<file path="config.mk">
export PLATFORM = sky130hd
export DESIGN_NAME = div_rsv_dispatch_flat
export DESIGN_NICKNAME = d
export VERILOG_FILES = /design/src/rtl/div_rsv_dispatch_if.sv /design/src/rtl/div_rsv_dispatch.sv /design/src/flat_wrapper.sv
export SDC_FILE = /design/constraint.sdc
export NUM_CORES = 1
export LEC_CHECK = 0
export ABC_AREA = 1
export BUFFER_PORTS_ARGS = -buffer_cell sky130_fd_sc_hd__buf_2
export CELL_PAD_IN_SITES_DETAIL_PLACEMENT = 0
export CELL_PAD_IN_SITES_GLOBAL_PLACEMENT = 1
export CORE_MARGIN = 5
export CORE_UTILIZATION = 40
export CTS_CLUSTER_DIAMETER = 150
export DETAILED_ROUTE_END_ITERATION = 8
export GPL_TIMING_DRIVEN = 0
export HOLD_SLACK_MARGIN = 0.1
export PLACE_DENSITY_LB_ADDON = 0.3
export SYNTH_ARGS = -nofsm -noshare
export SYNTH_HDL_FRONTEND = slang
export SYNTH_SLANG_ARGS = --single-unit
</file>
<file path="constraint.sdc">
create_clock -name clk -period 4.4 [get_ports clk]
set_input_delay 1.32 -clock clk [delete_from_list [all_inputs] [get_ports clk]]
set_output_delay 1.32 -clock clk [all_outputs]
set_load 0.005 [all_outputs]
</file>
<file path="src/rtl/div_rsv_dispatch_if.sv">
// rtl/div_rsv_dispatch_if.sv - push, flush and scoreboard dispatch signals of the divide reservation queue
interface div_rsv_dispatch_if #(
  parameter int W_PA_REG     = 5,
  parameter int W_PD_UOPS    = 6,
  parameter int W_PC_SEL_RSV = 2,
  parameter int W_PC_SEL_ODR = 2
);
  logic [W_PD_UOPS-1:0]    CDI_PD_uops;
  logic [W_PA_REG-1:0]     CDI_PD_rd;
  logic                    CDI_PC_push;
  logic                    CDO_PC_full;
  logic                    CDO_PC_empty;
  logic [W_PD_UOPS-1:0]    CDO_PD_uops0;
  logic [W_PD_UOPS-1:0]    CDO_PD_uops1;
  logic [W_PA_REG-1:0]     CDO_PD_rd0;
  logic [W_PA_REG-1:0]     CDO_PD_rd1;
  logic [W_PC_SEL_ODR-1:0] CDO_PC_odr;
  logic [W_PC_SEL_RSV-1:0] CDI_PC_selrsv;
  logic                    CFI_PC_clear;

  modport master (
    output CDI_PD_uops, CDI_PD_rd, CDI_PC_push, CDI_PC_selrsv, CFI_PC_clear,
    input  CDO_PC_full, CDO_PC_empty, CDO_PD_uops0, CDO_PD_uops1,
    input  CDO_PD_rd0, CDO_PD_rd1, CDO_PC_odr
  );

  modport slave (
    input  CDI_PD_uops, CDI_PD_rd, CDI_PC_push, CDI_PC_selrsv, CFI_PC_clear,
    output CDO_PC_full, CDO_PC_empty, CDO_PD_uops0, CDO_PD_uops1,
    output CDO_PD_rd0, CDO_PD_rd1, CDO_PC_odr
  );
endinterface

</file>
<file path="src/rtl/div_rsv_dispatch.sv">
// rtl/div_rsv_dispatch.sv - single-issue divide reservation queue with alternating pipe order request
module div_rsv_dispatch #(
  parameter int W_PA_REG     = 5,
  parameter int W_PD_UOPS    = 6,
  parameter int W_PC_SEL_RSV = 2,
  parameter int W_PC_SEL_ODR = 2,
  parameter int S_depth      = 4,
  parameter int W_cnt        = 3,
  parameter logic [W_PD_UOPS-1:0]    unused_op = {W_PD_UOPS{1'b1}},
  parameter logic [W_PC_SEL_ODR-1:0] V_unpip   = 2'b00,
  parameter logic [W_PC_SEL_ODR-1:0] V_odrf0   = 2'b01,
  parameter logic [W_PC_SEL_ODR-1:0] V_odrf1   = 2'b10
) (
  input logic              clk,
  input logic              rst_n,
  div_rsv_dispatch_if.slave bus
);
  localparam int PW = (S_depth > 1) ? $clog2(S_depth) : 1;
  localparam logic [PW-1:0]    LAST_PTR = PW'(S_depth - 1);
  localparam logic [W_cnt-1:0] DEPTH_CNT = W_cnt'(S_depth);

  typedef enum logic {ODR0, ODR1} pref_t;

  logic [W_PD_UOPS-1:0] uops_mem [S_depth];
  logic [W_PA_REG-1:0]  rd_mem   [S_depth];
  logic [PW-1:0]        wr_ptr, rd_ptr;
  logic [W_cnt-1:0]     count;
  pref_t                pref, pref_next;
  logic                 empty, full, push_ok, pop_ok;

  function automatic logic [PW-1:0] ptr_inc(input logic [PW-1:0] p);
    return (p == LAST_PTR) ? '0 : p + PW'(1);
  endfunction

  assign empty = (count == '0);
  assign full  = (count == DEPTH_CNT);

  // Push eligibility looks at the pre-pop count, so a push into a full queue is dropped even while popping.
  assign push_ok = bus.CDI_PC_push && (bus.CDI_PD_uops != unused_op) && !full && !bus.CFI_PC_clear;
  assign pop_ok  = !empty && (bus.CDI_PC_selrsv != V_unpip) && !bus.CFI_PC_clear;

  always_ff @(posedge clk) begin
    if (push_ok) begin
      uops_mem[wr_ptr] <= bus.CDI_PD_uops;
      rd_mem[wr_ptr]   <= bus.CDI_PD_rd;
    end
  end

  always_ff @(posedge clk or negedge rst_n) begin
    if (!rst_n) begin
      wr_ptr <= '0;
      rd_ptr <= '0;
      count  <= '0;
    end else if (bus.CFI_PC_clear) begin
      wr_ptr <= '0;
      rd_ptr <= '0;
      count  <= '0;
    end else begin
      if (push_ok) wr_ptr <= ptr_inc(wr_ptr);
      if (pop_ok)  rd_ptr <= ptr_inc(rd_ptr);
      case ({push_ok, pop_ok})
        2'b10:   count <= count + W_cnt'(1);
        2'b01:   count <= count - W_cnt'(1);
        default: count <= count;
      endcase
    end
  end

  always_ff @(posedge clk or negedge rst_n) begin
    if (!rst_n) pref <= ODR0;
    else        pref <= pref_next;
  end

  // Pref flips on any occupied cycle: accepted heads alternate pipes, rejected heads retry the other pipe.
  always_comb begin
    pref_next = pref;
    if (bus.CFI_PC_clear)  pref_next = ODR0;
    else if (!empty)       pref_next = (pref == ODR0) ? ODR1 : ODR0;
  end

  assign bus.CDO_PC_full  = full;
  assign bus.CDO_PC_empty = empty;
  assign bus.CDO_PD_uops0 = empty ? unused_op : uops_mem[rd_ptr];
  assign bus.CDO_PD_rd0   = empty ? '0 : rd_mem[rd_ptr];
  assign bus.CDO_PD_uops1 = unused_op;
  assign bus.CDO_PD_rd1   = '0;
  assign bus.CDO_PC_odr   = empty ? V_unpip : ((pref == ODR0) ? V_odrf0 : V_odrf1);
endmodule

</file>
<file path="src/flat_wrapper.sv">
// flat-port wrapper written by rule: the top's interface ports become plain ports
module div_rsv_dispatch_flat 
#(
  parameter int W_PA_REG     = 5,
  parameter int W_PD_UOPS    = 6,
  parameter int W_PC_SEL_RSV = 2,
  parameter int W_PC_SEL_ODR = 2,
  parameter int S_depth      = 4,
  parameter int W_cnt        = 3,
  parameter logic [W_PD_UOPS-1:0]    unused_op = {W_PD_UOPS{1'b1}},
  parameter logic [W_PC_SEL_ODR-1:0] V_unpip   = 2'b00,
  parameter logic [W_PC_SEL_ODR-1:0] V_odrf0   = 2'b01,
  parameter logic [W_PC_SEL_ODR-1:0] V_odrf1   = 2'b10
)
  (clk, rst_n, bus_CDI_PD_uops, bus_CDI_PD_rd, bus_CDI_PC_push, bus_CDI_PC_selrsv, bus_CFI_PC_clear, bus_CDO_PC_full, bus_CDO_PC_empty, bus_CDO_PD_uops0, bus_CDO_PD_uops1, bus_CDO_PD_rd0, bus_CDO_PD_rd1, bus_CDO_PC_odr);
  div_rsv_dispatch_if #(.W_PA_REG(W_PA_REG), .W_PD_UOPS(W_PD_UOPS), .W_PC_SEL_RSV(W_PC_SEL_RSV), .W_PC_SEL_ODR(W_PC_SEL_ODR)) bus_i ();
  input logic clk;
  input logic rst_n;
  input wire logic [$bits(bus_i.CDI_PD_uops)-1:0] bus_CDI_PD_uops;
  input wire logic [$bits(bus_i.CDI_PD_rd)-1:0] bus_CDI_PD_rd;
  input wire logic [$bits(bus_i.CDI_PC_push)-1:0] bus_CDI_PC_push;
  input wire logic [$bits(bus_i.CDI_PC_selrsv)-1:0] bus_CDI_PC_selrsv;
  input wire logic [$bits(bus_i.CFI_PC_clear)-1:0] bus_CFI_PC_clear;
  output wire logic [$bits(bus_i.CDO_PC_full)-1:0] bus_CDO_PC_full;
  output wire logic [$bits(bus_i.CDO_PC_empty)-1:0] bus_CDO_PC_empty;
  output wire logic [$bits(bus_i.CDO_PD_uops0)-1:0] bus_CDO_PD_uops0;
  output wire logic [$bits(bus_i.CDO_PD_uops1)-1:0] bus_CDO_PD_uops1;
  output wire logic [$bits(bus_i.CDO_PD_rd0)-1:0] bus_CDO_PD_rd0;
  output wire logic [$bits(bus_i.CDO_PD_rd1)-1:0] bus_CDO_PD_rd1;
  output wire logic [$bits(bus_i.CDO_PC_odr)-1:0] bus_CDO_PC_odr;
  assign bus_i.CDI_PD_uops = bus_CDI_PD_uops;
  assign bus_i.CDI_PD_rd = bus_CDI_PD_rd;
  assign bus_i.CDI_PC_push = bus_CDI_PC_push;
  assign bus_i.CDI_PC_selrsv = bus_CDI_PC_selrsv;
  assign bus_i.CFI_PC_clear = bus_CFI_PC_clear;
  assign bus_CDO_PC_full = bus_i.CDO_PC_full;
  assign bus_CDO_PC_empty = bus_i.CDO_PC_empty;
  assign bus_CDO_PD_uops0 = bus_i.CDO_PD_uops0;
  assign bus_CDO_PD_uops1 = bus_i.CDO_PD_uops1;
  assign bus_CDO_PD_rd0 = bus_i.CDO_PD_rd0;
  assign bus_CDO_PD_rd1 = bus_i.CDO_PD_rd1;
  assign bus_CDO_PC_odr = bus_i.CDO_PC_odr;
  div_rsv_dispatch #(.W_PA_REG(W_PA_REG), .W_PD_UOPS(W_PD_UOPS), .W_PC_SEL_RSV(W_PC_SEL_RSV), .W_PC_SEL_ODR(W_PC_SEL_ODR), .S_depth(S_depth), .W_cnt(W_cnt), .unused_op(unused_op), .V_unpip(V_unpip), .V_odrf0(V_odrf0), .V_odrf1(V_odrf1)) u_core (.clk(clk), .rst_n(rst_n), .bus(bus_i));
endmodule
</file>
==> results of run 1 <==
==> stage by stage <==
stage | hold WS (ns) | setup WS, ns | std cells | cell area (µm²) | total power, W
CTS | 0.581 | 1.28 | 339 | 2750 | 0.00140
global placement | 0.553 | 1.17 | 332 | 2670 | 0.00114
detailed placement | 0.558 | 1.15 | 332 | 2670 | 0.00115
finish | 0.571 | 1.28 | 339 | 2750 | 0.00138
floorplan | 0.523 | 1.78 | 226 | 2420 | 0.000952
global route | 0.595 | 1.10 | 339 | 2750 | 0.00149
==> path summary, 6_finish.rpt <==
| kind | from | end | slack [ns] | cells past startpoint |
|---|---|---|---|---|
| min in group asynchronous | rst_n | u_core.pref | 0.86 | 1 |
| min reg2reg | u_core.pref | u_core.pref | 0.57 | 2 |
| min | u_core.pref | u_core.pref | 0.57 | 2 |
| max | u_core.rd_ptr[0] | bus_CDO_PD_uops0[5] | 1.28 | 5 |
| max in group asynchronous | rst_n | u_core.count[1] | 3.37 | 1 |
| max reg2reg | u_core.count[0] | u_core.rd_mem[0][4] | 2.14 | 4 |
==> cell families (layout without fill, tap and decap cells) <==
kind of cell / after synthesis / in the layout / share of synthesized area, %
adder cells (fa/ha/maj): 5 / 5 / 2.94
flip-flops: 52 / 52 / 63.8
buffers and inverters: 36 / 74 / 7.60
XOR/XNOR: 2 / 2 / 0.734
AND/OR/NAND/NOR: 86 / 86 / 16.2
AO/OA/AOI/OAI: 34 / 34 / 8.44
other: 2 / 11 / 0.315
==> worst min-delay path: cells and delay by family, from the launching register on <==
kind               cells  cell delay, ns
and+or+nand+nor        1            0.08
AOI/OAI and AO/OA      1            0.09
DFF                    1            0.37
==> layout by cell type, fill, tap and decap left out <==
cell / netlist / layout
nor2_1: 55 / 55
buf_4: 11 / 11
nor2_4: 1 / 1
clkinv_1: 1 / 1
edfxtp_1: 44 / 44
o21ai_0: 19 / 19
o311ai_0: 6 / 6
nand2_4: 3 / 3
fa_1: 1 / 1
buf_2: 4 / 35
xnor2_1: 1 / 1
nor3_1: 1 / 1
clkinv_2: 0 / 1
nand2_1: 15 / 15
nand3_1: 7 / 7
a21oi_1: 6 / 6
o22ai_1: 1 / 1
clkinvlp_4: 0 / 1
ha_1: 4 / 4
inv_1: 17 / 17
inv_2: 1 / 1
clkbuf_1: 2 / 2
nand2_2: 3 / 3
nor2_8: 1 / 1
xor2_1: 1 / 1
dfrtp_1: 8 / 8
clkbuf_8: 0 / 5
a21oi_2: 2 / 2
conb_1: 2 / 11
==> final cells by class <==
| class | count | area (µm²) |
|---|---|---|
| plain buffers | 17 | 110 |
| clock buffers | 5 | 68.8 |
| clock inverters | 2 | 12.5 |
| fillers | 557 | 3100 |
| inverters | 19 | 71.3 |
| multi-input cells | 138 | 717 |
| flip-flops and latches | 52 | 1520 |
| well taps | 75 | 93.8 |
| repair buffers | 31 | 155 |
==> metal layers <==
metal,vias up,routed length (µm)
met3,2,239
met2,29,2240
met4,0,25
met5,-,0
li1,807,-
met1,725,2090
==> power by group <==
group / switching [W] / total, W / leakage, nW / internal (W)
Clock: 0.000142 / 0.000250 / 0.0400 / 0.000108
Sequential: 0.0000351 / 0.000618 / 0.505 / 0.000583
Combinational: 0.000322 / 0.000509 / 0.602 / 0.000187
==> flip-flops by register name (all words and copies together) (netlist names) <==
signal / count
u_core.rd_ptr: 2
u_core.count: 3
u_core.rd_mem: 20
u_core.uops_mem: 24
u_core.wr_ptr: 2
u_core.pref: 1
==> impl_metrics.tcl, run 1 <==
set metrics [dict create \
    status "finished, final reports clean" \
    grtUsageMet3_pct 3.41 \
    clock_skew_ns 0.00476 \
    area_growth_syn_to_layout_pct 15.3 \
    antenna_found_initial 0 \
    hold_viol_final 0 \
    required_ns 3.08 \
    die_x_um 87.2 \
    clkTransAtPathRegs_ns 0.08 \
    path_max_fanout 10 \
    start_util_pct 40.8 \
    grt_max_degree 16 \
    core_area_um2 5850 \
    hold_class "reg2reg" \
    yosysMostFrequentCell "nor2_1" \
    grt.met2_usage_pct 21.0 \
    crit_path_frequent_cell "buf_2" \
    grt_pass1_vias 1473 \
    first_pass_iters 4 \
    via_count 1563 \
    synth.top_cell.area_share_pct 55.4 \
    path_class "reg2out" \
    die_h_um 87.2 \
    detail-route-antenna-nets 0 \
    busiest_layer "met2" \
    max_stage_delay_ns 0.44 \
    clockBufferDepth 2 \
    setup_viol 0 \
    peakVddDrop_mv 0.172 \
    layout-drive-gt1-share_pct 24.2 \
    cp.arrival_ns 1.80 \
    rows 28 \
    slowest_stage "dfrtp_1" \
    drc 0 \
    grt_use_met1_pct 16.2 \
    drv_cap 0 \
    p_leak_nw 1.15 \
    clk_latency_ns 0.29 \
    clock-sinks 52 \
    finalCoreUtilization_pct 47.0 \
    grt_usage_pct 12.7 \
    gr-total-overflow 0 \
    rsz0062_at_grt "false" \
    path_buf_inv 3 \
    cts.htree.levels 2 \
    pin_count 43 \
    async_flop_share_pct 15.4 \
    cts.repair.resized 0 \
    cts_setup_buffers 0 \
    crit_family "buffers and inverters" \
    synth_area_um2 2390 \
    yosys_warnings 0 \
    synthDominantAreaCellType "edfxtp_1" \
    drt_wl_total_um 4590 \
    timing.final.crit_share_pct 71.0 \
    numPortBuffers 31 \
    synth_edf_count 44 \
    synth_commonest_cells "55 x nor2_1, 44 x edfxtp_1, 19 x o21ai_0" \
    via_per_inst 4.61 \
    synth_cell_types 26 \
    drtIter0Drc 69 \
    avgSynthCellArea_um2 11.0 \
    root_buffer "clkbuf_8" \
    worstPathCellList "inv_1 -> buf_2 -> nor2_1 -> o311ai_0 -> buf_2" \
    crit_path_end_kind "output pin" \
    synth_top_flop_cell "edfxtp_1" \
    syn_inst 217 \
    wl_per_cell_um 13.5 \
    grt_pass1_wl_um 7170 \
    nNetsFinal 286 \
    fmax_mhz 320 \
    worst-slew-pin-transition_ns 1.16 \
    diodes 0 \
    dp_hpwl_um 3250 \
    cts_buffers 5 \
    cts_tree "done" \
    finalMaxSlewViolations 0 \
    min_period_ns 3.12 \
    relSlewSlack_pct 22.4 \
    cp-start-kind "flop" \
    die-area_um2 7610 \
    ys_ff_latch 52 \
    synthTopCellsByArea "edfxtp_1 55%, nor2_1 8.7%, dfrtp_1 8.4%" \
    pwr_density_cell_nw_per_um2 501 \
    hold_buffers 0 \
    fin_setup_tns_ns 0 \
    gp_congestion 0.763 \
    ys_seq_area_share_pct 63.8 \
]
No activity file was read; power rests on OpenSTA's default activity.
==> inputs of run 2 (changes only) <==
ABC_AREA = 0   (was 1)
clock period = 2.85 ns   (was 4.4 ns; I/O delays follow)
==> run 2 against run 1 <==
  * Synthesized cell count down 35%
  * Total power up 57%
  * Worst setup slack worse by 1.1 ns
  * First-iteration DRC count down 42%
  * Clock-buffer cell count unchanged
  * Die area down 2.7%
  * Highest routed layer unchanged
  * Register-to-register slack worse by 1.7 ns
  * Cell area down 0.86%
  * Clock skew up 0.0044 ns
  * Non-clock buffer count down 1
  * Worst hold slack worse by 0.19 ns
==> impl_metrics.tcl, run 2 <==
set metrics [dict create \
    die_h_um 86.1 \
    path_max_fanout 10 \
    final_area_um2 2730 \
    min_period_ns 2.71 \
    relSlewSlack_pct 59.4 \
    synth.top_cell.area_share_pct 57.1 \
    clk_latency_ns 0.30 \
    drc 0 \
    synth_top_flop_cell "edfxtp_1" \
    gp_congestion 0.779 \
    rsz0062_at_grt "false" \
    peakVddDrop_mv 0.278 \
    path_class "reg2out" \
    grt_pass1_wl_um 6470 \
    drt_wl_total_um 4030 \
    async_flop_share_pct 15.4 \
    synth_edf_count 44 \
    wl_per_cell_um 15.5 \
    via_count 1272 \
    numPortBuffers 31 \
    fin_setup_tns_ns 0 \
    pin_count 43 \
    die-area_um2 7410 \
    synthDominantAreaCellType "edfxtp_1" \
    core_area_um2 5570 \
    yosysMostFrequentCell "edfxtp_1" \
    rows 27 \
    p_leak_nw 1.04 \
    synth_area_um2 2310 \
    hold_class "in2async" \
    p_total_w 0.00217 \
    area_growth_syn_to_layout_pct 17.8 \
    path_buf_inv 2 \
    first_pass_iters 4 \
    drv_cap 0 \
    layout_commonest_cell "edfxtp_1" \
    crit_path_end_kind "output pin" \
    cts_buffers 5 \
    placed_area_um2 2590 \
    required_ns 2.00 \
    cts_setup_buffers 0 \
    finalMaxSlewViolations 0 \
    timing.final.crit_share_pct 95.2 \
    cts.htree.levels 2 \
    crit_family "multiplexers" \
    die_x_um 86.1 \
    ys_seq_area_share_pct 65.7 \
    synth_commonest_cells "44 x edfxtp_1, 11 x buf_4, 11 x mux4_2" \
    root_buffer "clkbuf_8" \
    avgSynthCellArea_um2 16.4 \
    clockBufferDepth 2 \
    antenna_found_initial 0 \
    clkTransAtPathRegs_ns 0.09 \
    status "finished, final reports clean" \
    clock_skew_ns 0.00921 \
    largest-register "u_core.uops_mem" \
    reg2reg_depth 9 \
    setup_viol 0 \
    diodes 0 \
    yosys_warnings 0 \
    nNetsFinal 210 \
    ys_ff_latch 52 \
    final_cell_mix "44 x edfxtp_1, 32 x buf_2, 11 x mux4_2, 11 x buf_4, 11 x conb_1" \
    cts_tree "done" \
    via_per_inst 4.87 \
    worst-slew-pin-transition_ns 0.609 \
    synth_cell_types 33 \
    pwr_density_cell_nw_per_um2 795 \
    worstPathCellList "buf_6 -> mux4_2 -> or2_2 -> buf_2" \
    top_regs "u_core.uops_mem: 24 flops, u_core.rd_mem: 20 flops, u_core.count: 3 flops" \
    hold_viol_final 0 \
    clock-sinks 52 \
    detail-route-antenna-nets 0 \
    start_util_pct 41.5 \
    gr-total-overflow 0 \
    synthTopCellsByArea "edfxtp_1 57%, mux4_2 11%, dfrtp_1 8.6%" \
    drtIter0Drc 40 \
    max_stage_delay_ns 0.50 \
    syn_inst 141 \
    cp-start-kind "flop" \
    grt_max_degree 17 \
    layout-drive-gt1-share_pct 40.2 \
    crit_cells 4 \
    cp.arrival_ns 1.86 \
    largest_reg_flops 24 \
    slowest_stage "mux4_2" \
    dp_hpwl_um 2830 \
    grt_usage_pct 11.6 \
    fmax_mhz 368 \
    grt_pass1_vias 1269 \
]
==> run 2: cell count changes after synthesis, sizes merged, moves of 6 or more <==
cell and change:
a21oi -7, inv -14, mux4 +11, nand2 -18
nand3 -6, nor2 -49, nor2b +7, o21ai -19
o311ai -6, or2 +6
==> run 2: final cells by class <==
type,instances,area [µm²]
fillers,487,2850
flip-flops and latches,52,1520
multi-input cells,78,713
repair buffers,31,155
plain buffers,16,119
well taps,72,90.1
clock buffers,5,68.8
clock inverters,3,42.5
inverters,4,15.0
==> run 2: cell families after synthesis <==
| kind of cell | share of synthesized area [%] |
|---|---|
| compound gates | 1.89 |
| xor+xnor | 1.14 |
| fa+ha+maj | 3.03 |
| buf+inv | 5.40 |
| flops | 65.7 |
| mux | 12.6 |
| other cells | 0.324 |
| simple gates | 9.84 |
==> run 2: report_power, final <==
group	internal [W]	switching (W)	leakage [nW]	total [W]
combinational	0.000377	0.000324	0.486	0.000702
sequential	0.000900	0.0000747	0.504	0.000975
clock	0.000260	0.000231	0.0541	0.000491
==> run 2: worst register-to-register path: stages (launching register included) <==
cell,delay (ns)
dfrtp_1,0.48
nor3b_4,0.20
a311o_1,0.34
buf_6,0.15
nand2_1,0.05
nor2_1,0.05
fa_1,0.43
or3_1,0.37
mux2i_1,0.16
nor4_1,0.06
==> run 2: what timing repair did <==
action                     4_1_cts  5_1_grt
pin swaps                        0        0
gates cloned                     0        0
setup endpoints to repair       13       10
resized for setup                4        4
hold buffers                     0        0
==> run 2: path summary, 6_finish.rpt <==
kind	startpoint	to	slack [ns]
max in group asynchronous	rst_n	u_core.rd_ptr[0]	2.28
max reg2reg	u_core.count[2]	u_core.count[2]	0.42
min reg2reg	u_core.wr_ptr[0]	u_core.wr_ptr[0]	0.59
max	u_core.rd_ptr[0]	bus_CDO_PD_uops0[4]	0.14
min	rst_n	u_core.count[0]	0.38
min in group clk	u_core.wr_ptr[0]	u_core.wr_ptr[0]	0.59
==> run 2: per-layer routing <==
metal  track usage, %  wire, µm  vias to the layer above
li1                 -         -                      595
met1             14.4      1690                      638
met2             19.4      2020                       35
met3             3.84       288                        4
met4             3.02        39                        0
met5                0         0                        -
==> run 2: stage by stage <==
stage          utilization, %  worst slack (ns)  hold WS, ns  std cells
2_1_floorplan               -             0.172        0.540        150
6_report                 48.9             0.136        0.383        261
5_1_grt                  48.9            0.0579        0.379        261
3_3_place_gp             46.5           -0.0577        0.556        253
4_1_cts                  48.8           0.00637        0.375        261
3_5_place_dp             46.5            -0.109        0.584        253
==> inputs of run 3 (changes only) <==
CORE_MARGIN = not set   (was 5)
PLACE_DENSITY_LB_ADDON = 0.2   (was 0.3)
==> run 3 against run 2 <==
  * Flip-flop and latch count is the same
  * Register-to-register slack gained 0.04 ns
  * Cell area is 1.2% lower
  * Worst hold slack worse by 0.0034 ns
  * Critical endpoint unchanged
  * Clock skew fell by 0.0038 ns
  * Cell count unchanged
  * Die area shrank 18%
  * Largest cell class unchanged
  * Combinational power about the same
==> impl_metrics.tcl, run 3 (synthesis gave the netlist of run 2 again) <==
set metrics [dict create \
    cts_tree "done" \
    fin_setup_tns_ns 0 \
    cts_setup_buffers 0 \
    largest-register "u_core.uops_mem" \
    fin_cells 261 \
    multi_input_comb_area_um2 707 \
    antenna_found_initial 0 \
    register_area_um2 1520 \
    first_pass_iters 4 \
    path_class "reg2out" \
    clock-sinks 52 \
    die-area_um2 6090 \
    path_max_fanout 10 \
    cts_buffers 5 \
    nFillCells 494 \
    layout-drive-gt1-share_pct 39.2 \
    area_growth_syn_to_layout_pct 16.3 \
    hold_class "in2async" \
    peakVddDrop_mv 0.377 \
    grt_pass1_wl_um 6270 \
    wl_per_cell_um 15.5 \
    dp_hpwl_um 2790 \
    p_leak_nw 1.03 \
    drv_cap 0 \
    timing.final.crit_share_pct 95.8 \
    nNetsFinal 210 \
    die_x_um 78.1 \
    clkTransAtPathRegs_ns 0.09 \
    layout_commonest_cell "edfxtp_1" \
    drc 0 \
    detail-route-antenna-nets 0 \
    root_buffer "clkbuf_8" \
    placed_cells 253 \
    finalMaxSlewViolations 0 \
    relSlewSlack_pct 57.4 \
    grt_usage_pct 14.5 \
    pin_count 43 \
    diodes 0 \
    worst-slew-pin-transition_ns 0.640 \
    clk_latency_ns 0.30 \
    grt_pass1_vias 1227 \
    rows 27 \
    largest_reg_flops 24 \
    cp.arrival_ns 1.87 \
    grt_max_degree 16 \
    rsz0062_at_grt "false" \
    cp-start-kind "flop" \
    crit_path_end_kind "output pin" \
    gr-total-overflow 0 \
    top_regs "u_core.uops_mem: 24 flops, u_core.rd_mem: 20 flops, u_core.count: 3 flops" \
    via_per_inst 4.81 \
    via_count 1256 \
    hold_buffers 0 \
    status "finished, final reports clean" \
    setup_viol 0 \
    drt_wl_total_um 4050 \
    clock_skew_ns 0.00543 \
    fmax_mhz 366 \
    numPortBuffers 31 \
    hold_viol_final 0 \
    gp_congestion 0.748 \
    reg2reg_depth 9 \
    core_area_um2 5540 \
    die_h_um 78.1 \
    cts.htree.levels 2 \
    start_util_pct 41.8 \
    final_cell_mix "44 x edfxtp_1, 32 x buf_2, 11 x mux4_2, 11 x buf_4, 11 x conb_1" \
    clockBufferDepth 2 \
    pwr_density_cell_nw_per_um2 772 \
    min_period_ns 2.73 \
    required_ns 2.00 \
    drtIter0Drc 57 \
]
[run 3: layout make-up]
| class | count | area share [%] |
|---|---|---|
| Clock inverter | 2 | 0.418 |
| Buffer | 16 | 4.41 |
| Tap cell | 72 | 3.35 |
| Inverter | 4 | 0.558 |
| Sequential cell | 52 | 56.6 |
| Multi-Input combinational cell | 78 | 26.3 |
| Clock buffer | 6 | 2.70 |
| Timing Repair Buffer | 31 | 5.76 |
[run 3: stage by stage]
stage / area [µm²] / total power, W / utilization (%) / hold slack [ns] / setup WS (ns)
2_1_floorplan: 2350 / 0.00144 / - / 0.540 / 0.172
3_3_place_gp: 2590 / 0.00166 / 46.8 / 0.557 / -0.0687
3_5_place_dp: 2590 / 0.00168 / 46.8 / 0.589 / -0.115
4_1_cts: 2690 / 0.00210 / 48.6 / 0.378 / 0.0182
5_1_grt: 2690 / 0.00220 / 48.6 / 0.382 / 0.0227
6_report: 2690 / 0.00208 / 48.6 / 0.379 / 0.120
[run 3: critical path, stage by stage (launching register included)]
cell	delay (ns)
dfrtp_2	0.44
buf_6	0.20
mux4_2	0.50
or2_2	0.29
buf_2	0.13
[run 3: where the power goes]
part           switching [W]  internal (W)
logic               0.000329      0.000371
clock network       0.000238      0.000171
registers          0.0000704      0.000900
total               0.000637       0.00144
[run 3: path summary, 6_finish.rpt]
path | start | endpoint | slack, ns
setup / recovery | u_core.rd_ptr[0] | bus_CDO_PD_uops0[4] | 0.12
hold / removal | rst_n | u_core.count[1] | 0.38
setup reg to reg | u_core.count[2] | u_core.count[2] | 0.46
hold reg to reg | u_core.wr_ptr[0] | u_core.wr_ptr[0] | 0.60
max in group asynchronous | rst_n | u_core.rd_ptr[0] | 2.29
min in group clk | u_core.wr_ptr[0] | u_core.wr_ptr[0] | 0.60
[run 3: repair_timing]
| item | 4_1_cts | 5_1_grt |
|---|---|---|
| endpoints found under the hold margin | 0 | 0 |
| setup endpoints to repair | 13 | 3 |
| resized for setup | 5 | 1 |
[run 3: per-layer routing]
| layer | global-route usage [%] | vias to the layer above | share of wire (%) |
|---|---|---|---|
| met4 | 7.41 | 0 | 2.4 |
| met5 | 0 | - | 0 |
| met2 | 23.3 | 32 | 50 |
| met1 | 17.9 | 622 | 43 |
| li1 | - | 594 | - |
| met3 | 3.84 | 8 | 4.3 |
